### src/rtl/uart_pkg.sv
// Shared definitions for the uart transmit path: byte width and queue sequencer states.
package uart_pkg;

  localparam int UART_DATA_WIDTH = 8;

  typedef enum logic [1:0] {
    IDLE = 2'd0,
    SEND = 2'd1,
    BUSY = 2'd2
  } txq_state_t;

endpackage

### src/rtl/uart_tx_queue_sync_fifo.sv
// sync_fifo: single-clock byte queue with registered occupancy flags and a
// combinational head output. Storage is not reset; pointers and flags are.
module sync_fifo #(
  parameter int DATA_WIDTH = 8,
  parameter int DEPTH      = 16
) (
  input  logic                     clk,
  input  logic                     rstn,
  input  logic [DATA_WIDTH-1:0]    wr_data,
  input  logic                     wr_en,
  input  logic                     rd_en,
  output logic [DATA_WIDTH-1:0]    rd_data,
  output logic                     full,
  output logic                     empty,
  output logic [$clog2(DEPTH):0]   count
);

  localparam int ADDR_WIDTH = $clog2(DEPTH);
  localparam logic [ADDR_WIDTH:0] FULL_CNT = (ADDR_WIDTH+1)'(DEPTH);

  logic [DATA_WIDTH-1:0] mem [DEPTH];
  logic [ADDR_WIDTH-1:0] wr_ptr;
  logic [ADDR_WIDTH-1:0] rd_ptr;
  logic [ADDR_WIDTH:0]   count_nxt;
  logic                  wr_ok;
  logic                  rd_ok;

  // Qualify against the registered flags so a write while full is dropped
  // even when a pop happens on the same edge.
  assign wr_ok   = wr_en && !full;
  assign rd_ok   = rd_en && !empty;
  assign rd_data = mem[rd_ptr];

  always_comb begin
    count_nxt = count;
    case ({wr_ok, rd_ok})
      2'b10:   count_nxt = count + (ADDR_WIDTH+1)'(1);
      2'b01:   count_nxt = count - (ADDR_WIDTH+1)'(1);
      default: count_nxt = count;
    endcase
  end

  always_ff @(posedge clk) begin
    if (wr_ok) mem[wr_ptr] <= wr_data;
  end

  always_ff @(posedge clk) begin
    if (!rstn) begin
      wr_ptr <= '0;
      rd_ptr <= '0;
      count  <= '0;
      full   <= 1'b0;
      empty  <= 1'b1;
    end else begin
      if (wr_ok) wr_ptr <= wr_ptr + ADDR_WIDTH'(1);
      if (rd_ok) rd_ptr <= rd_ptr + ADDR_WIDTH'(1);
      count <= count_nxt;
      full  <= (count_nxt == FULL_CNT);
      empty <= (count_nxt == '0);
    end
  end

endmodule

### src/rtl/uart_tx_queue.sv
// uart_tx_queue: byte FIFO plus IDLE/SEND/BUSY sequencer feeding the uart transmitter.
// Optional UART_TXQ_OVF_CNT_EN adds a saturating dropped-write counter port ovf_count.
module uart_tx_queue
  import uart_pkg::*;
#(
  parameter int DATA_WIDTH = UART_DATA_WIDTH,
  parameter int DEPTH      = 16
) (
  input  logic                     clk,
  input  logic                     rstn,
  input  logic [DATA_WIDTH-1:0]    wr_data,
  input  logic                     wr_en,
  output logic                     full,
  output logic                     empty,
  output logic [$clog2(DEPTH):0]   count,
  output logic [DATA_WIDTH-1:0]    uart_data,
  output logic                     uart_en,
  input  logic                     uart_busy
`ifdef UART_TXQ_OVF_CNT_EN
  ,
  output logic [7:0]               ovf_count
`endif
);

  txq_state_t            state;
  txq_state_t            state_nxt;
  logic                  pop;
  logic                  load;
  logic                  en_nxt;
  logic [DATA_WIDTH-1:0] head;

  sync_fifo #(
    .DATA_WIDTH (DATA_WIDTH),
    .DEPTH      (DEPTH)
  ) u_fifo (
    .clk     (clk),
    .rstn    (rstn),
    .wr_data (wr_data),
    .wr_en   (wr_en),
    .rd_en   (pop),
    .rd_data (head),
    .full    (full),
    .empty   (empty),
    .count   (count)
  );

  // SEND only advances once the uart has seen data_en; a busy level that was
  // already present before uart_en rose is not taken as acceptance.
  always_comb begin
    state_nxt = state;
    pop       = 1'b0;
    load      = 1'b0;
    en_nxt    = 1'b0;
    case (state)
      IDLE: begin
        if (!empty) begin
          load      = 1'b1;
          state_nxt = SEND;
        end
      end
      SEND: begin
        if (uart_en && uart_busy) begin
          pop       = 1'b1;
          state_nxt = BUSY;
        end else begin
          en_nxt = 1'b1;
        end
      end
      BUSY: begin
        if (!uart_busy) state_nxt = IDLE;
      end
      default: state_nxt = IDLE;
    endcase
  end

  always_ff @(posedge clk) begin
    if (!rstn) begin
      state     <= IDLE;
      uart_en   <= 1'b0;
      uart_data <= '0;
    end else begin
      state   <= state_nxt;
      uart_en <= en_nxt;
      if (load) uart_data <= head;
    end
  end

`ifdef UART_TXQ_OVF_CNT_EN
  function automatic logic [7:0] sat_inc8(input logic [7:0] v);
    return (v == 8'hFF) ? v : v + 8'd1;
  endfunction

  always_ff @(posedge clk) begin
    if (!rstn) begin
      ovf_count <= 8'd0;
    end else if (wr_en && full) begin
      ovf_count <= sat_inc8(ovf_count);
    end
  end
`endif

endmodule

### config.mk
export PLATFORM = sky130hd
export DESIGN_NAME = uart_tx_queue
export DESIGN_NICKNAME = d
export VERILOG_FILES = /design/src/rtl/uart_pkg.sv /design/src/rtl/uart_tx_queue_sync_fifo.sv /design/src/rtl/uart_tx_queue.sv
export SDC_FILE = /design/constraint.sdc
export NUM_CORES = 1
export LEC_CHECK = 0
export CORE_MARGIN = 1
export CORE_UTILIZATION = 59
export DETAILED_ROUTE_END_ITERATION = 7
export PLACE_DENSITY = 0.75
export SYNTH_ARGS = -nofsm -noshare
export SYNTH_HDL_FRONTEND = slang
export SYNTH_SLANG_ARGS = --single-unit
### constraint.sdc
create_clock -name clk -period 3.4 [get_ports clk]
set_input_delay 0.51 -clock clk [delete_from_list [all_inputs] [get_ports clk]]
set_output_delay 0.51 -clock clk [all_outputs]
set_load 0.05 [all_outputs]
==> impl_metrics.env <==
export IMPL_synth_cell_types=43
export IMPL_ys_top_cells_by_area="edfxtp_1 63%, mux4_2 12%, dfxtp_1 8.5%"
export IMPL_final_cells=544
export IMPL_grt_overflow_total=0
export IMPL_path_buf_inv=0
export IMPL_die_x_um=104
export IMPL_clockRootBuffer="clkbuf_8"
export IMPL_period_needed_ns=2.74
export IMPL_post_drt_wl_per_cell_um=22.5
export IMPL_met3_usage=0.0620
export IMPL_status="complete, no violations"
export IMPL_synth_area_mm2=0.00612
export IMPL_cts_buffer_depth=2
export IMPL_top_usage_layer="met2"
export IMPL_r2r_start="state[0]"
export IMPL_cts_hold_buf=0
export IMPL_synth_edf_count=128
export IMPL_synth_ff_type="edfxtp_1"
export IMPL_cp_max_fo=6
export IMPL_diodes=0
export IMPL_fmax_mhz=365
export IMPL_hold_start="uart_data[5]"
export IMPL_clock_latency_ns=0.52
export IMPL_netlist_instances=352
export IMPL_wirelength_mm=12.2
export IMPL_dpl_worst_slack_ns=0.244
export IMPL_placed_cells=512
export IMPL_die_y_um=104
export IMPL_timing_final_ws_setup_ns=0.661
export IMPL_synth_async_sr_flop_share=0
export IMPL_slowest_stage="dfxtp_1"
export IMPL_htree_levels=4
export IMPL_critical_path_class="reg2reg"
export IMPL_drive_gt1_frac=0.200
export IMPL_initial_core_util=0.618
export IMPL_drc=0
export IMPL_hold_viol_final=0
export IMPL_synth_top_cell_area_share=0.628
export IMPL_cts_resized_gates=0
export IMPL_layout_cells_most_common="edfxtp_1"
export IMPL_coreArea_mm2=0.00991
export IMPL_synthesis_nets=371
export IMPL_maxCapViolCount=0
export IMPL_grt_max_degree=26
export IMPL_vias=3336
export IMPL_crit_arrival_ns=3.17
export IMPL_clk_pin_slew_worst_paths_ns=0.06
export IMPL_syn_avg_cell_area_um2=17.4
export IMPL_whs_ns=0.472
export IMPL_cts_sinks=154
export IMPL_tns_ns=0
export IMPL_cp_slowest_stage_delay_ns=0.40
export IMPL_rsz0062_at_grt="false"
export IMPL_use_met1=0.347
export IMPL_finalCritPeriodShare=0.806
export IMPL_via_per_inst=6.13
export IMPL_grt_pass1_wl_mm=18.9
export IMPL_worstSetupEndpointType="register"
export IMPL_detail_route_antenna_nets=0
export IMPL_first_global_vias=3308
export IMPL_worstMarginPinSlew_ns=1.06
export IMPL_fin_util=0.727
export IMPL_path_delay_family="simple AND/OR/NAND/NOR gates"
export IMPL_pin_count=28
export IMPL_hp_class="reg2reg"
export IMPL_critPathLaunchType="register"
export IMPL_setup_viol=0
export IMPL_final_cell_mix="128 x edfxtp_1, 32 x mux4_2, 27 x clkdlybuf4s50_1, 25 x nor2_1, 25 x dfxtp_1"
export IMPL_cp_startpoint="state[0]"
export IMPL_drt_iter0_drc=264
export IMPL_slew_headroom=0.291
export IMPL_final_max_slew_violation_count=0
export IMPL_fin_skew_ns=0.00830
export IMPL_nets=417
export IMPL_yosysTopAreaCell="edfxtp_1"
export IMPL_cts_buffers=17
export IMPL_ys_warn_count=0
export IMPL_antenna_found_initial=0
export IMPL_track_usage=0.245
export IMPL_cts_tree="yes"
export IMPL_rows=36
export IMPL_critical_path_required_ns=3.83
export IMPL_hpwl_mm=7.39
export IMPL_leakagePower_uw=0.00232
export IMPL_cts_setup_buffers=0
export IMPL_peakVddDrop_uv=441
export IMPL_synth_seq_cells=154
export IMPL_grt_met2_usage=0.378
export IMPL_synth_seq_area_share=0.713
export IMPL_die_area_mm2=0.0108
export IMPL_syn_to_final_growth_pct=17.7
export IMPL_place_congestion=0.783
export IMPL_p_per_area_mw_per_mm2=576
export IMPL_numPortBuffers=27
export IMPL_drt_pass1_iter_count=5
export IMPL_worstPathCellList="and4bb_1, nand3_1, xnor2_1, ha_1, nor3b_1, nand4_1, a211o_1, a2111oi_4, nor4b_2"
cells by family (layout without fill, tap and decap cells):
logic type | count (synthesis) | after routing | share of synthesized area
compound gates | 42 | 42 | 0.0531
xor+xnor | 8 | 8 | 0.0114
fa+ha+maj | 7 | 7 | 0.0143
buf+inv | 23 | 82 | 0.0163
flops | 154 | 154 | 0.713
mux | 36 | 36 | 0.124
simple gates | 82 | 82 | 0.0674
cells in the mapped netlist (2+ instances only):
cell      number
o22ai_1        8
mux2i_1        3
buf_4          2
a22o_1         8
nand4_1        3
dfxtp_1       26
a311oi_1       2
a21oi_1        7
nor2b_1        4
o21ai_0        3
nor2_1        25
xnor2_1        4
nand2_1       21
mux4_2        32
and3_1         2
clkbuf_1       6
ha_1           7
nor3_1         7
a221oi_1       8
edfxtp_1     128
nand2b_1       5
xor2_1         4
and2_1         4
buf_2          5
nand3_1        3
inv_1          5
buf_1          4
cell type report:
type                            count  area (µm²)
Clock inverter                      7        51.3
Fill cell                         595        2710
Timing Repair Buffer               44         423
Tap cell                          133         166
Multi-Input combinational cell    175        1660
Inverter                            6        22.5
Clock buffer                       25         518
Sequential cell                   154        4370
path summary, 6_finish.rpt:
check	end	slack (ns)	cells after the start
max	u_fifo.full	0.66	9
min	uart_data[5]	0.47	2
min reg2reg	uart_data[5]	0.47	2
max reg2reg	u_fifo.full	0.66	9
metal layers:
layer	share of wire	wire [µm]
met4	0.014	165
met2	0.49	5990
met1	0.42	5160
met5	0	0
met3	0.074	903
stage by stage:
stage | power, µW | area, µm²
after global routing | 4280 | 7200
after floorplan | 2310 | 6120
after global placement | 2410 | 6640
final | 4150 | 7200
after CTS | 4180 | 7200
after detailed placement | 2410 | 6640
tightest hold or removal path, delay by kind of cell, from the launching register on:
kind	cells	cell delay [ns]
flops	1	0.31
compound gates	1	0.06
simple gates	1	0.05
power breakdown:
part           leakage (µW)  internal (µW)  switching, µW  total [µW]
clock network      0.000279           1050            717        1770
registers           0.00137           2080           29.9        2110
logic              0.000676           95.0            168         263
total               0.00232           3230            915        4150
registers in the layout, indices dropped and copies added, names as in the netlist:
name           count
u_fifo.mem       128
u_fifo.full        1
u_fifo.rd_ptr      4
u_fifo.wr_ptr      4
state              2
uart_data          8
u_fifo.count       5
uart_en            1
u_fifo.empty       1
Power figures use the tool's default switching activity.
